$ cat src/rtl/record_track.sv
// Note recorder: synchronizes note keys, times each held {octave, note} symbol in
// length units and stores {octave, note, length} entries. Optional RECORD_DEBOUNCE_EN.
module record_track #(
    parameter int DEPTH          = 64,
    parameter int UNIT_TICKS     = 12_500_000,
    parameter int DEBOUNCE_TICKS = 1_000_000
) (
    input  logic                       clk,
    input  logic                       rst_n,
    input  logic                       en,
    input  logic [6:0]                 keys,
    input  logic [1:0]                 octave,
    input  logic [$clog2(DEPTH)-1:0]   rd_addr,
    output logic [8:0]                 rd_data,
    output logic [$clog2(DEPTH):0]     count,
    output logic                       full,
    output logic                       recording,
    output logic [6:0]                 led
);
    localparam int AW = $clog2(DEPTH);
    localparam int CW = AW + 1;
    localparam int TW = $clog2(UNIT_TICKS + 1);

    typedef enum logic [2:0] {IDLE, ARM, HOLD, COMMIT, DONE} state_t;

    function automatic logic [2:0] lowest_note(input logic [6:0] k);
        logic [2:0] n;
        n = 3'd0;
        for (int i = 6; i >= 0; i--) begin
            if (k[i]) n = 3'(i + 1);
        end
        return n;
    endfunction

    function automatic logic [6:0] note_led(input logic [2:0] n);
        logic [6:0] l;
        l = 7'd0;
        if (n != 3'd0) l[n - 3'd1] = 1'b1;
        else           l = 7'd0;
        return l;
    endfunction

    logic [6:0]    sync1_r, sync2_r, acc_keys_s;
    logic [2:0]    acc_note_s;
    logic [4:0]    acc_sym_s;
    state_t        state_r;
    logic [4:0]    held_sym_r;
    logic [3:0]    len_r;
    logic [TW-1:0] tick_r;
    logic          en_d_r;
    logic [CW-1:0] count_r;
    logic          full_r, recording_r;
    logic [6:0]    led_r;
    logic [8:0]    rd_data_r;
    logic          we_s, last_slot_s;
    logic [8:0]    wr_data_s;
    logic [8:0]    mem [DEPTH];

    // Two-flop synchronizer for the asynchronous key inputs.
    always_ff @(posedge clk or negedge rst_n) begin
        if (!rst_n) begin
            sync1_r <= 7'd0;
            sync2_r <= 7'd0;
        end else begin
            sync1_r <= keys;
            sync2_r <= sync1_r;
        end
    end

`ifdef RECORD_DEBOUNCE_EN
    localparam int DW = $clog2(DEBOUNCE_TICKS + 1);
    logic [6:0]    deb_last_r, deb_keys_r;
    logic [DW-1:0] deb_cnt_r;

    // Accept a synchronized key vector only after it has stayed unchanged long enough.
    always_ff @(posedge clk or negedge rst_n) begin
        if (!rst_n) begin
            deb_last_r <= 7'd0;
            deb_keys_r <= 7'd0;
            deb_cnt_r  <= '0;
        end else if (sync2_r != deb_last_r) begin
            deb_last_r <= sync2_r;
            deb_cnt_r  <= '0;
        end else if (deb_cnt_r == DW'(DEBOUNCE_TICKS - 1)) begin
            deb_keys_r <= deb_last_r;
        end else begin
            deb_cnt_r <= deb_cnt_r + DW'(1);
        end
    end
    assign acc_keys_s = deb_keys_r;
`else
    assign acc_keys_s = sync2_r;
    // DEBOUNCE_TICKS has no role when keys are accepted straight from the synchronizer.
    if (DEBOUNCE_TICKS < 1) begin : g_no_debounce
    end
`endif

    assign acc_note_s  = lowest_note(acc_keys_s);
    assign acc_sym_s   = {octave, acc_note_s};
    assign last_slot_s = (count_r == CW'(DEPTH - 1));
    assign wr_data_s   = {held_sym_r, len_r};

    // Write strobe: every COMMIT, and on take end only for a non-rest held symbol.
    always_comb begin
        we_s = 1'b0;
        case (state_r)
            HOLD: begin
                if (!en && (held_sym_r[2:0] != 3'd0)) we_s = 1'b1;
                else                                   we_s = 1'b0;
            end
            COMMIT:  we_s = 1'b1;
            default: we_s = 1'b0;
        endcase
        if (count_r == CW'(DEPTH)) we_s = 1'b0;
        else                       we_s = we_s;
    end

    // Take control FSM with registered status outputs.
    always_ff @(posedge clk or negedge rst_n) begin
        if (!rst_n) begin
            state_r     <= IDLE;
            held_sym_r  <= 5'd0;
            len_r       <= 4'd0;
            tick_r      <= '0;
            en_d_r      <= 1'b1;
            count_r     <= '0;
            full_r      <= 1'b0;
            recording_r <= 1'b0;
            led_r       <= 7'd0;
        end else begin
            en_d_r <= en;
            led_r  <= note_led(acc_note_s);
            if (we_s) count_r <= count_r + CW'(1);
            case (state_r)
                IDLE: begin
                    if (en && !en_d_r) begin
                        count_r     <= '0;
                        full_r      <= 1'b0;
                        recording_r <= 1'b1;
                        state_r     <= ARM;
                    end
                end
                ARM: begin
                    if (!en) begin
                        recording_r <= 1'b0;
                        state_r     <= DONE;
                    end else if (acc_note_s != 3'd0) begin
                        held_sym_r <= acc_sym_s;
                        len_r      <= 4'd1;
                        tick_r     <= '0;
                        state_r    <= HOLD;
                    end
                end
                HOLD: begin
                    if (!en) begin
                        full_r      <= we_s && last_slot_s;
                        recording_r <= 1'b0;
                        state_r     <= DONE;
                    end else if (acc_sym_s != held_sym_r) begin
                        recording_r <= 1'b0;
                        state_r     <= COMMIT;
                    end else if (tick_r == TW'(UNIT_TICKS - 1)) begin
                        tick_r <= '0;
                        len_r  <= len_r + 4'd1;
                        // Length saturates at 15 units: flush and continue as a new entry.
                        if (len_r == 4'd14) begin
                            recording_r <= 1'b0;
                            state_r     <= COMMIT;
                        end
                    end else begin
                        tick_r <= tick_r + TW'(1);
                    end
                end
                COMMIT: begin
                    held_sym_r <= acc_sym_s;
                    len_r      <= 4'd1;
                    tick_r     <= '0;
                    if (last_slot_s) begin
                        full_r  <= 1'b1;
                        state_r <= DONE;
                    end else begin
                        recording_r <= 1'b1;
                        state_r     <= HOLD;
                    end
                end
                DONE: begin
                    if (!en) state_r <= IDLE;
                end
                default: state_r <= IDLE;
            endcase
        end
    end

    // Entry storage; contents survive reset.
    always_ff @(posedge clk) begin
        if (we_s) mem[count_r[AW-1:0]] <= wr_data_s;
    end

    // Registered read port; a same-cycle write is seen on the following read.
    always_ff @(posedge clk or negedge rst_n) begin
        if (!rst_n) rd_data_r <= 9'd0;
        else        rd_data_r <= mem[rd_addr];
    end

    assign rd_data   = rd_data_r;
    assign count     = count_r;
    assign full      = full_r;
    assign recording = recording_r;
    assign led       = led_r;
endmodule
$ cat config.mk
export PLATFORM = sky130hd
export DESIGN_NAME = record_track
export DESIGN_NICKNAME = d
export VERILOG_FILES = /design/src/rtl/record_track.sv
export SDC_FILE = /design/constraint.sdc
export NUM_CORES = 1
export LEC_CHECK = 0
export CELL_PAD_IN_SITES_DETAIL_PLACEMENT = 2
export CELL_PAD_IN_SITES_GLOBAL_PLACEMENT = 2
export CORE_MARGIN = 4
export CORE_UTILIZATION = 39
export DETAILED_ROUTE_END_ITERATION = 10
export HOLD_SLACK_MARGIN = 0.1
export PLACE_DENSITY_LB_ADDON = 0.1
export SLEW_MARGIN = 15
export SYNTH_ARGS = -nofsm -noshare
export SYNTH_HDL_FRONTEND = slang
export SYNTH_SLANG_ARGS = --single-unit
$ cat constraint.sdc
create_clock -name clk -period 8.95 [get_ports clk]
set_clock_uncertainty 0.05 [all_clocks]
set_input_delay 2.2375 -clock clk [delete_from_list [all_inputs] [get_ports clk]]
set_output_delay 2.2375 -clock clk [all_outputs]
set_load 0.01 [all_outputs]
==> results.py <==
metrics = {
    "timing": {
        "least_margin_pin_slew_ns": 1.165,
        "final_min_period_over_clock_period": 0.5675,
        "final_max_slew_viol_count": 0,
        "worst_slew_margin": 0.2203,
        "period_minus_slack_ns": 5.080,
        "setup_viol": 0,
        "max_clock_freq_mhz": 196.9,
        "fin_tns_setup_ns": 0,
        "unrepaired_setup_endpoints_after_global_routing": "no",
        "hold_violations": 0,
    },
    "routing": {
        "routed_via_density": 5.714,
        "routed-via-count": 13620,
        "postRouteAntennaNets": 0,
        "detailedRoute.firstPassIterationCount": 5,
        "drt_iter0_drc": 1257,
        "detail_route.drc_violations": 0,
        "average_wire_length_per_cell_after_detail_routing_um": 30.36,
        "drt-total-wl_um": 72390,
    },
    "final_layout": {
        "layout.filler_cells": 6089,
        "area.growth.synth_to_final_pct": 13.30,
        "combined_area_of_the_multi_input_logic_cells_um2": 6474,
        "antennaDiodeCount": 0,
        "finish.cell_count_without_fillers": 2384,
        "final-seq-area_um2": 19220,
        "nets": 1487,
        "final_layout_size_suffix_gt1_frac": 0.2007,
    },
    "global_routing": {
        "grt_first_pass_wirelength_um": 107500,
        "initial_antenna_violation_count": 0,
        "globalRouteOverflowTotal": 0,
        "grt_pass1_vias": 15070,
        "gr_usage_total": 0.2065,
        "largest_net_degree_at_the_start_of_global_routing": 80,
    },
    "synthesis": {
        "post-synth-top-area-fraction": 0.6620,
        "seq_area_frac_synth": 0.7348,
        "dominantRegCellSynth": "edfxtp_1",
        "post_synth.cell_area_avg_um2": 18.68,
        "yosys_warnings": 0,
        "synth_cells": 1399,
        "synthesis.area_um2": 26130,
        "synth_nets": 1424,
        "synth_top_cells_by_area": "edfxtp_1 66%, mux4_2 12%, dfrtp_1 7.2%",
        "synthArstFlopShare": 0.1166,
        "synth_edf_count": 576,
        "flip_flop_and_latch_count_after_synthesis": 652,
        "netlist-cell-type-count": 81,
        "post-synth-top-area-cell": "edfxtp_1",
    },
    "worst_setup_path": {
        "reg2reg_depth": 6,
        "cp_slowest_cell": "nor2_1",
        "crit_path_end_kind": "flip-flop",
        "endpoint": "mem[21][3]$_DFFE_PP_",
        "timing.critical_path.cells": "clkdlybuf4s50_1 -> o21bai_1 -> and3_1 -> nand3_1 -> nor2_1",
        "cp_data_required_time_ns": 9.11,
        "cp-startpoint": "en",
        "timing.reg2reg.setup_slack_ns": 5.48,
        "crit-reg2reg-capture": "mem[42][5]$_DFFE_PP_",
        "critPathArrivalTime_ns": 5.24,
        "reg2reg_from": "count[3]$_DFF_PN0_",
        "timing.critical_path.slowest_cell_delay_ns": 1.00,
        "path_class": "in -> reg",
        "start_kind": "input port",
        "highest_net_fanout_along_the_worst_path": 10,
    },
    "power_and_ir_drop": {
        "ir_drop_uv": 182.6,
        "leakagePower_nw": 9.658,
        "power_density_nw_per_um2": 251.2,
    },
    "job": {
        "cap_viol_max_count": 0,
    },
    "clock_network": {
        "clock_tree.htree_level_count": 3,
        "clkTransAtPathRegs_ns": 0.06,
        "cts.path.max_buffers": 3,
        "number_of_buffers_created_by_cts": 72,
        "cts_tree": "done",
        "cts_root_buf": "clkbuf_16",
        "post_cts_setup_buffers": 0,
        "worstSkewPairLatency_ns": 0.60,
        "cts_num_sinks": 652,
        "holdBufCountCts": 0,
        "cts-resized-gates": 0,
    },
    "die": {
        "ioPinCount": 43,
        "initial_core_util": 0.3953,
        "design.core.area_um2": 66100,
        "fp-row-count": 94,
        "die_height_um": 266.8,
        "die_width_um": 266.8,
        "overall_die_area_um2": 71200,
    },
    "hold_path": {
        "worst_hold_path_type": "reg -> reg",
    },
    "place": {
        "detailed_place_hpwl_um": 44150,
        "finalWeightedCongestion": 0.7736,
        "placement.io_buffers": 42,
        "post-place-cells": 2252,
    },
    "run_status": {
        "status": "complete, no violations",
    },
}
[power breakdown]
| group | total (mW) | switching (mW) | internal [mW] | leakage [nW] |
|---|---|---|---|---|
| registers | 3.79 | 0.117 | 3.67 | 6.35 |
| logic | 0.777 | 0.587 | 0.190 | 2.21 |
| clock network | 2.87 | 1.23 | 1.64 | 1.10 |
[cell type report]
type,count,share of cell area
multi-input cells,667,0.2187
inverters,12,0.001522
flip-flops and latches,652,0.6491
clock buffers,95,0.06619
clock inverters,37,0.009975
well taps,864,0.03652
repair buffers,57,0.01801
[cells in the final DEF (no fill, tap or decap), types with 17 or more instances in the layout]
cell type / Yosys / final
a31oi_1: 21 / 21
a21oi_1: 40 / 40
mux4_2: 144 / 144
a22oi_1: 28 / 28
nor2_1: 103 / 102
edfxtp_1: 576 / 576
o21ai_1: 17 / 17
dfrtp_1: 75 / 66
nor3_1: 19 / 19
buf_4: 12 / 17
nand3_1: 21 / 21
nand2_1: 54 / 54
clkbuf_1: 12 / 17
clkdlybuf4s50_1: 0 / 38
clkbuf_16: 0 / 73
[state kept, by name (all words and copies together), names as in the netlist]
signal      count
recording       1
rd_data         9
len_r           4
count           7
sync1_r         7
en_d_r          1
state_r         3
acc_keys_s      7
held_sym_r      5
tick_r         24
led             7
mem           576
full            1
[worst max-delay path: cells and delay by family]
kind | cells | cell delay (ns)
AND/OR/NAND/NOR | 3 | 2.11
buffers and inverters | 1 | 0.56
AO/OA/AOI/OAI | 1 | 0.32
[worst min path at each step]
stage	startpoint	to	slack [ns]	cells after the start
finish	sync1_r[2]$_DFF_PN0_	acc_keys_s[2]$_DFF_PN0_	0.30	0
global placement	sync1_r[1]$_DFF_PN0_	acc_keys_s[1]$_DFF_PN0_	0.28	0
floorplan	sync1_r[0]$_DFF_PN0_	acc_keys_s[0]$_DFF_PN0_	0.28	0
CTS	sync1_r[2]$_DFF_PN0_	acc_keys_s[2]$_DFF_PN0_	0.30	0
global route	sync1_r[2]$_DFF_PN0_	acc_keys_s[2]$_DFF_PN0_	0.31	0
detailed placement	sync1_r[1]$_DFF_PN0_	acc_keys_s[1]$_DFF_PN0_	0.29	0
[kinds of logic (layout without fill, tap and decap cells)]
kind of cell               after synthesis  count (layout)  share of synthesized area
muxes                                  166             166                     0.1328
adders and majority gates                7               7                   0.003352
AOI/OAI and AO/OA                      183             183                    0.04755
xor gates and xnor gates                 7               7                   0.002346
DFF                                    652             652                     0.7348
and+or+nand+nor                        304             304                    0.06158
buffers and inverters                   80             201                    0.01753
[per-layer routing]
layer | vias to the layer above | part of all wire | GRT usage
met2 | 346 | 0.47 | 0.3256
met3 | 91 | 0.055 | 0.04130
met5 | - | 0 | 0
met4 | 0 | 0.021 | 0.05611
li1 | 5823 | - | -
met1 | 7362 | 0.45 | 0.2962
[through the flow]
| step | hold slack [ns] | power (mW) | utilization | setup WS (ns) | area, um2 |
|---|---|---|---|---|---|
| after floorplan | 0.2812 | 4.230 | - | 5.082 | 26130 |
| after global placement | 0.2834 | 4.622 | 0.4137 | 3.382 | 27350 |
| after detailed placement | 0.2879 | 4.661 | 0.4137 | 3.198 | 27350 |
| after CTS | 0.3009 | 7.539 | 0.4478 | 3.825 | 29600 |
| after global routing | 0.3055 | 7.740 | 0.4479 | 3.703 | 29600 |
| final | 0.3004 | 7.435 | 0.4479 | 3.870 | 29600 |
[synth_stat cells, types with 4 or more instances]
master	n
a21o_1	4
o21ai_0	16
nand3b_1	6
mux4_2	144
buf_6	10
nand4_1	6
mux2i_1	16
nor3_1	19
o22a_1	7
nand2_1	54
a22oi_1	28
inv_1	11
nand3_1	21
clkbuf_1	12
a2111oi_0	4
nor2b_1	15
mux2_2	6
dfrtp_1	75
nor2_1	103
and2_1	6
a31oi_1	21
nand2b_1	16
buf_4	12
edfxtp_1	576
a21oi_1	40
buf_2	30
o211ai_1	5
buf_1	4
xor2_1	4
o21ai_1	17
ha_1	7
o22ai_1	7
and3_1	12
nor4_1	6
(Power assumes the default switching activity.)
==> variant, RTL diff (config.mk and constraints unchanged) <==
Set the parameter `UNIT_TICKS` to 3_125_000 (it was 12_500_000).
--- a/src/rtl/record_track.sv
+++ b/src/rtl/record_track.sv
@@ -2,7 +2,7 @@
 // length units and stores {octave, note, length} entries. Optional RECORD_DEBOUNCE_EN.
 module record_track #(
     parameter int DEPTH          = 64,
-    parameter int UNIT_TICKS     = 12_500_000,
+    parameter int UNIT_TICKS     = 3_125_000,
     parameter int DEBOUNCE_TICKS = 1_000_000
 ) (
     input  logic                       clk,
Behaviour: no difference found for any inputs over 4 cycles, from zero or initial values and one cycle with rst_n low; that may be too few to reach the edited logic, so the function may still have changed.
==> variant against the original RTL <==
Total power is 1.5% higher; setup slack got worse by 0.32 ns; cell area up 0.13%; clock power grew 6%; non-clock buffer count is 1 lower; register-to-register slack worse by 1.0 ns; combinational power down 23%; area after synthesis down 0.43%; sequential cell count fell by 2; synthesized cell count up 1.2%; routed wire length increased by 2.2%.
==> variant: results (changes against the original RTL) <==
outcome:
  status: "completed"  # unchanged
finish:
  multi_input_gates: 675  # was 667
  seqAreaFraction_pct: 64.7  # was 64.9%
  buf_share_pct: 1.79  # was 1.80%
  fill_cells: 5987  # was 6089
  fin_nets: 1496  # was 1487
  final_cells: 2395  # was 2384
  inv_count: 15  # was 12
  clk_share_pct: 8.10  # was 7.62%
  nClkBuffers: 93  # was 95
  buffers: 56  # was 57
  design_area_um2: 29600  # about the same
  antenna_cells: 1  # was 0
  drive_gt1_share_pct: 18.8  # was 20.1%
  multiInputGateArea_um2: 6390  # was 6470 um2
global_route:
  grt_first_pass_wirelength_um: 109000  # was 108000 um
  grt_usage_pct: 21.1  # was 20.7%
  first_global_vias: 15156  # was 15065
  grt_max_degree: 72  # was 80
  antenna_found_initial: 3  # was 0
cts:
  cts_made_buffers: 73  # was 72
  cts-root-buf: "clkbuf_16"  # unchanged
  clkSinkCount: 650  # was 652
routing:
  viasPerCell: 5.71  # about the same
  drtPass1Iterations: 6  # was 5
  drt-initial-drc-count: 1064  # was 1257
  detail_route.wl_per_cell_um: 30.9  # was 30.4 um
setup_path:
  max_stage_delay_ns: 0.98  # was 1.00 ns
  rrSetupSlack_ns: 4.44  # was 5.48 ns
  arrival_ns: 5.59  # was 5.24 ns
  r2r-start: "held_sym_r[0]"  # was count[3]
  endpoint: "mem[54][6]"  # was mem[21][3]
yosys:
  netlist_area_um2: 26000  # was 26100 um2
  postSynthAreaPerCell_um2: 18.4  # was 18.7 um2
  synthTopCellsByArea: "edfxtp_1 66%, mux4_2 11%, dfrtp_1 7.0%, nor2_1 1.6%, mux2i_1 1.1%"  # was edfxtp_1 66%, mux4_2 12%, dfrtp_1 7.2%, nor2_1 1.5%, a22oi_1 0.80%
  synthFlopType: "edfxtp_1"  # unchanged
  ys_top_cells_by_count: "576 x edfxtp_1, 126 x mux4_2, 109 x nor2_1"  # was 576 x edfxtp_1, 144 x mux4_2, 103 x nor2_1
  yosys.cell_types.count: 71  # was 81
  syn_nets: 1441  # was 1424
  synthArstFlopShare_pct: 11.4  # was 11.7%
power_and_ir_drop:
  vdd_drop_max_uv: 254  # was 183 uV
  power_leakage_nw: 9.71  # was 9.66 nW
timing:
  fmax_mhz: 185  # was 197 MHz
  slew_headroom_pct: 19.6  # was 22.0%
  holdWs_ns: 0.297  # was 0.300 ns
placed_design:
  dp.cells: 2260  # was 2252
  pre_cts_ws_ns: 2.87  # was 3.20 ns
  globalplace.congestion: 0.778  # was 0.774
  postPlaceCellArea_um2: 27200  # was 27300 um2
  dp_hpwl_um: 44800  # was 44100 um
variant: logic make-up after synthesis:
| family | synth area share [%] |
|---|---|
| compound gates | 5.08 |
| xor+xnor | 0.269 |
| fa+ha+maj | 0.337 |
| buf+inv | 1.88 |
| flops | 73.6 |
| mux | 13.1 |
| simple gates | 5.75 |
variant: worst max-delay path, delay by kind of cell:
| family | cells | cell delay [ns] |
|---|---|---|
| AOI/OAI and AO/OA | 1 | 0.12 |
| buffers and inverters | 2 | 0.78 |
| and+or+nand+nor | 3 | 2.44 |
variant: power breakdown:
group | leakage, nW | total [mW] | internal, mW | switching, mW
clock | 1.18 | 3.03 | 1.78 | 1.25
sequential | 6.32 | 3.92 | 3.66 | 0.267
combinational | 2.22 | 0.598 | 0.172 | 0.426
total | 9.71 | 7.55 | 5.61 | 1.94
variant: layer usage:
layer	GRT usage (%)	part of all wire, %	vias up
li1	-	-	5855
met1	30.0	45	7431
met2	34.7	48	311
met3	3.63	4.2	90
met4	4.44	1.9	0
met5	0	0	-
